[src/rtl/mem_search_pkg.sv]
// rtl/mem_search_pkg.sv - shared types and helpers for the arbitrated search array
package mem_search_pkg;

    localparam int NUM_REQ = 3;

    typedef enum logic [1:0] {
        IDLE = 2'd0,
        SCAN = 2'd1,
        DONE = 2'd2
    } srch_state_t;

    typedef enum logic [1:0] {
        REQ_A = 2'd0,
        REQ_B = 2'd1,
        REQ_S = 2'd2
    } req_id_t;

    // Modulo-3 advance of a round-robin slot; operands are always below 3.
    function automatic logic [1:0] rr_next(input logic [1:0] slot, input logic [1:0] step);
        logic [2:0] sum;
        sum = {1'b0, slot} + {1'b0, step};
        return (sum >= 3'd3) ? 2'(sum - 3'd3) : sum[1:0];
    endfunction

endpackage

[src/rtl/rr_arbiter3.sv]
// rtl/rr_arbiter3.sv - three-way round-robin grant selection (A -> B -> S -> A)
module rr_arbiter3
    import mem_search_pkg::*;
(
    input  logic [NUM_REQ-1:0] i_req,
    input  logic [1:0]         i_ptr,
    output logic [NUM_REQ-1:0] o_gnt,
    output logic [1:0]         o_ptr_nxt
);

    logic [1:0] w_slot;
    logic       w_found;

    // Scan slots starting at the pointer; the first requester wins and the
    // pointer moves past it. With no requesters the pointer holds.
    always_comb begin
        o_gnt     = '0;
        o_ptr_nxt = i_ptr;
        w_slot    = i_ptr;
        w_found   = 1'b0;
        for (int i = 0; i < NUM_REQ; i++) begin
            w_slot = rr_next(i_ptr, 2'(i));
            if (!w_found && i_req[w_slot]) begin
                o_gnt[w_slot] = 1'b1;
                o_ptr_nxt     = rr_next(w_slot, 2'd1);
                w_found       = 1'b1;
            end
        end
    end

endmodule

[src/rtl/mem_search_arbiter.sv]
// rtl/mem_search_arbiter.sv - register array shared by two requesters and a linear key search
module mem_search_arbiter
    import mem_search_pkg::*;
#(
    parameter  int DEPTH = 16,
    parameter  int WIDTH = 8,
    localparam int AW    = $clog2(DEPTH)
) (
    input  logic             clk,
    input  logic             rst,
    input  logic             a_req,
    input  logic             a_we,
    input  logic [AW-1:0]    a_addr,
    input  logic [WIDTH-1:0] a_wdata,
    output logic             a_gnt,
    input  logic             b_req,
    input  logic             b_we,
    input  logic [AW-1:0]    b_addr,
    input  logic [WIDTH-1:0] b_wdata,
    output logic             b_gnt,
    output logic [WIDTH-1:0] rdata,
    output logic             rvalid,
    output logic             rsel,
    input  logic             srch_start,
    input  logic [WIDTH-1:0] srch_key,
    output logic             srch_busy,
    output logic             srch_done,
    output logic             srch_hit,
    output logic [AW-1:0]    srch_idx
);

    logic [WIDTH-1:0]   r_mem [DEPTH];
    srch_state_t        r_state;
    logic [1:0]         r_rr_ptr;
    logic [AW-1:0]      r_scan_idx;
    logic [WIDTH-1:0]   r_key;
    logic               r_hit;
    logic [AW-1:0]      r_idx;
    logic [WIDTH-1:0]   r_rdata;
    logic               r_rvalid;
    logic               r_rsel;

    logic [NUM_REQ-1:0] w_req;
    logic [NUM_REQ-1:0] w_gnt;
    logic [1:0]         w_rr_ptr_nxt;
    logic               w_wr_en;
    logic               w_rd_en;
    logic [AW-1:0]      w_addr;
    logic [WIDTH-1:0]   w_wdata;
    logic               w_scan_match;

    always_comb begin
        w_req        = '0;
        w_req[REQ_A] = a_req;
        w_req[REQ_B] = b_req;
        w_req[REQ_S] = (r_state == SCAN);
    end

    rr_arbiter3 u_arb (
        .i_req     (w_req),
        .i_ptr     (r_rr_ptr),
        .o_gnt     (w_gnt),
        .o_ptr_nxt (w_rr_ptr_nxt)
    );

    assign w_wr_en      = (w_gnt[REQ_A] & a_we) | (w_gnt[REQ_B] & b_we);
    assign w_rd_en      = (w_gnt[REQ_A] & ~a_we) | (w_gnt[REQ_B] & ~b_we);
    assign w_addr       = w_gnt[REQ_B] ? b_addr : a_addr;
    assign w_wdata      = w_gnt[REQ_B] ? b_wdata : a_wdata;
    assign w_scan_match = (r_mem[r_scan_idx] == r_key);

    always_ff @(posedge clk) begin
        if (rst) begin
            for (int i = 0; i < DEPTH; i++) begin
                r_mem[i] <= '0;
            end
            r_state    <= IDLE;
            r_rr_ptr   <= REQ_A;
            r_scan_idx <= '0;
            r_key      <= '0;
            r_hit      <= 1'b0;
            r_idx      <= '0;
            r_rdata    <= '0;
            r_rvalid   <= 1'b0;
            r_rsel     <= 1'b0;
        end else begin
            r_rr_ptr <= w_rr_ptr_nxt;

            // Reads sample the pre-write contents because both use the same edge.
            if (w_wr_en) begin
                r_mem[w_addr] <= w_wdata;
            end
            r_rvalid <= w_rd_en;
            if (w_rd_en) begin
                r_rdata <= r_mem[w_addr];
                r_rsel  <= w_gnt[REQ_B];
            end

            case (r_state)
                IDLE: begin
                    if (srch_start) begin
                        r_key      <= srch_key;
                        r_scan_idx <= '0;
                        r_hit      <= 1'b0;
                        r_idx      <= '0;
                        r_state    <= SCAN;
                    end
                end
                SCAN: begin
                    if (w_gnt[REQ_S]) begin
                        if (w_scan_match) begin
                            r_hit   <= 1'b1;
                            r_idx   <= r_scan_idx;
                            r_state <= DONE;
                        end else if (r_scan_idx == AW'(DEPTH - 1)) begin
                            r_hit   <= 1'b0;
                            r_idx   <= '0;
                            r_state <= DONE;
                        end else begin
                            r_scan_idx <= r_scan_idx + 1'b1;
                        end
                    end
                end
                DONE: begin
                    r_state <= IDLE;
                end
                default: begin
                    r_state <= IDLE;
                end
            endcase
        end
    end

    assign a_gnt     = w_gnt[REQ_A];
    assign b_gnt     = w_gnt[REQ_B];
    assign rdata     = r_rdata;
    assign rvalid    = r_rvalid;
    assign rsel      = r_rsel;
    assign srch_busy = (r_state != IDLE);
    assign srch_done = (r_state == DONE);
    assign srch_hit  = r_hit;
    assign srch_idx  = r_idx;

endmodule
[config.mk]
export PLATFORM = sky130hd
export DESIGN_NAME = mem_search_arbiter
export DESIGN_NICKNAME = d
export VERILOG_FILES = /design/src/rtl/mem_search_pkg.sv /design/src/rtl/rr_arbiter3.sv /design/src/rtl/mem_search_arbiter.sv
export SDC_FILE = /design/constraint.sdc
export NUM_CORES = 1
export LEC_CHECK = 0
export ABC_CLOCK_PERIOD_IN_PS = 10690
export BUFFER_PORTS_ARGS = -buffer_cell sky130_fd_sc_hd__clkbuf_2
export CAP_MARGIN = 15
export CORE_MARGIN = 4
export CORE_UTILIZATION = 40
export DETAILED_ROUTE_END_ITERATION = 7
export GPL_ROUTABILITY_DRIVEN = 1
export PLACE_DENSITY_LB_ADDON = 0.05
export SYNTH_ARGS = -nofsm -noshare
export SYNTH_HDL_FRONTEND = slang
export SYNTH_HIERARCHICAL = 1
export SYNTH_SLANG_ARGS = --single-unit
[constraint.sdc]
create_clock -name clk -period 10.69 [get_ports clk]
set_clock_uncertainty 0.1 [all_clocks]
set_input_delay 0.5345 -clock clk [delete_from_list [all_inputs] [get_ports clk]]
set_output_delay 0.5345 -clock clk [all_outputs]
set_load 0.05 [all_outputs]
==> results.sh <==
export IMPL_grt_pass1_vias=6080
export IMPL_post_cts_buffers=0
export IMPL_timing_critical_path_slowest_cell_delay_ps=650
export IMPL_firstDrtPassIters=5
export IMPL_clk_pin_slew_worst_paths_ps=60
export IMPL_fin_crit_ps=4860
export IMPL_grt_setup_unrepaired="no"
export IMPL_num_rows=53
export IMPL_finalSetupTns_ps=0
export IMPL_critPathMaxFanout=34
export IMPL_seq_area_frac_synth_pct=52.7
export IMPL_busiest_layer="met2"
export IMPL_drt_wirelength_per_cell_um=24.9
export IMPL_num_vias=6016
export IMPL_place_gp_congestion=0.869
export IMPL_synth_top_area_cell="edfxtp_1"
export IMPL_area_growth_pct=13.8
export IMPL_nFillCells=1908
export IMPL_cts_repair_resized=0
export IMPL_antenna_found_initial=0
export IMPL_finalHoldViolCount=0
export IMPL_worst_setup_path_start_kind="register"
export IMPL_die_width_um=155
export IMPL_synth_area_um2=8620
export IMPL_path_buf_inv=2
export IMPL_grt_util_met3_pct=3.83
export IMPL_pin_count=58
export IMPL_nNetsFinal=783
export IMPL_htreeDepth=4
export IMPL_synth_seq_cells=163
export IMPL_placedInstanceArea_um2=9230
export IMPL_antenna_cells=0
export IMPL_yosysMostFrequentCell="nor2_1"
export IMPL_cts_buffers=17
export IMPL_status="complete, no violations"
export IMPL_use_met2_pct=35.0
export IMPL_drt_wl_total_mm=25.5
export IMPL_max_freq_ghz=0.206
export IMPL_start_util_pct=40.9
export IMPL_drv_cap=0
export IMPL_die_h_um=155
export IMPL_drive_above_1_share_pct=25.2
export IMPL_slowest_stage="nand2b_1"
export IMPL_clk_latency_ps=430
export IMPL_ys_flop_type="edfxtp_1"
export IMPL_synth_top_area_share_pct=44.6
export IMPL_slew_viol_final=0
export IMPL_critical_path_top_delay_family="simple AND/OR/NAND/NOR gates"
export IMPL_synth_nets=730
export IMPL_cts_tree="built"
export IMPL_ctsHoldBuffers=0
export IMPL_drt_iter0_markers=660
export IMPL_met1_usage_pct=30.1
export IMPL_hold_path_class="in2reg"
export IMPL_tightest_slew_ps=990
export IMPL_crit_required_ps=10650
export IMPL_avgViaCountPerCell=5.86
export IMPL_port_buffers=57
export IMPL_grt_pass1_wl_mm=38.3
export IMPL_synth_area_leaders="edfxtp_1 (45%), mux4_2 (17%), dfxtp_1 (8.1%)"
export IMPL_die_area_um2=24000
export IMPL_async_flop_share_pct=0
export IMPL_regArea_um2=4540
export IMPL_fin_crit_sh_pct=45.5
export IMPL_yosys_top_cells_count="nor2_1 (168), edfxtp_1 (128), mux4_2 (64)"
export IMPL_cts_buffer_depth=2
export IMPL_cpMostUsedCell="nand2_1"
export IMPL_dpl_hpwl_mm=17.9
export IMPL_design_area_um2=9820
export IMPL_drc=0
export IMPL_path_cells="nor2b_1, nand2_1, o22ai_4, nand2_1, o21ai_2, buf_4, mux2i_4, buf_4, nand2_1, nor2_1, nand2_1, nand2b_1"
export IMPL_cts_sinks=163
export IMPL_setup_viol=0
export IMPL_track_usage_pct=21.7
export IMPL_yosysWarnings=6
export IMPL_cts_root_buffer="clkbuf_16"
export IMPL_netlist_instances=686
export IMPL_power_density_nw_per_um2=228
export IMPL_synth_avg_cell_area_um2=12.6
export IMPL_grt_remaining_overflow=0
export IMPL_slew_headroom_pct=33.7
export IMPL_final_core_util_pct=46.6
export IMPL_arrival_ps=4820
export IMPL_crit_type="reg2reg"
export IMPL_multi_input_area_um2=3850
export IMPL_crit_path_end_kind="register"
export IMPL_synth_edf_count=128
export IMPL_ir_drop_v=0.000130
export IMPL_coreArea_um2=21100
export IMPL_final_antenna_net_count=0
export IMPL_grt_max_degree=54
export IMPL_cellLeakagePower_uw=0.00348
export IMPL_yosysUniqueCellTypes=60
## registers in the layout (all words and copies together), names as in the netlist, 2 cells and up, named ones only
signal / cells
srch_idx: 4
r_scan_idx: 4
rdata: 8
r_state: 2
r_mem: 128
r_rr_ptr: 2
r_key: 8
## final timing paths
check                                   end         from  depth (start not counted)  slack, ps
worst min-delay path               r_key[4]  srch_key[4]                          3        250
worst max-delay path            r_mem[8][6]   r_state[0]                         12       5830
worst min register to register  srch_idx[3]  srch_idx[3]                          2        380
worst max register to register  r_mem[8][6]   r_state[0]                         12       5830
## logic make-up (layout without fill, tap and decap cells)
logic type	after synthesis	count (layout)	share of synthesized area (%)
flops	163	163	52.7
mux	113	113	22.8
simple gates	274	274	14.1
compound gates	68	68	6.09
fa+ha+maj	5	5	0.725
xor+xnor	6	6	0.609
buf+inv	57	122	2.94
## layout by cell type (no fill, tap or decap), types with 9 or more instances in the layout
cell,synthesis,routed
a211oi_1,9,9
nor2b_1,11,11
nor2_1,168,168
clkbuf_16,0,17
mux2i_1,42,40
nand2b_1,22,22
edfxtp_1,128,128
inv_1,15,15
mux4_2,64,64
clkbuf_2,0,57
dfxtp_1,35,35
buf_4,0,19
nand2_1,44,44
and2_1,10,10
## worst reg2reg max path: stages, from the launching register on
cell and delay (ps):
dfxtp_1 540, nor2b_1 640, nand2_1 200, o22ai_4 290
nand2_1 110, o21ai_2 70, buf_4 310, mux2i_4 280
buf_4 450, nand2_1 140, nor2_1 280, nand2_1 420
nand2b_1 650
## stage by stage
stage               std cells  power (µW)  setup WS [ps]  hold WS, ps
detailed placement        995        1630           5910          369
global placement          995        1620           5920          366
floorplan                 686        1370           5570          369
global route             1026        2340           5570          266
finish                   1026        2230           5830          247
CTS                      1026        2250           5900          233
## layout make-up
type | count | share of cell area, %
clock buffer | 19 | 4.41
clock inverter | 12 | 1.61
inverter | 15 | 0.573
multi-input combinational | 466 | 39.3
sequential | 163 | 46.3
tap | 275 | 3.50
timing repair buffer | 76 | 4.36
## metal layers
metal / up-vias / wire length, µm
met5: - / 0
met4: 0 / 612
met3: 36 / 1730
met2: 269 / 12200
met1: 3043 / 11000
li1: 2668 / -
## power by group
group	leakage, µW	internal, µW	switching, µW
Combinational	0.00159	302	513
Sequential	0.00161	746	48.0
Clock	0.000276	367	259
Total	0.00348	1420	820
(Power assumes the default switching activity.)
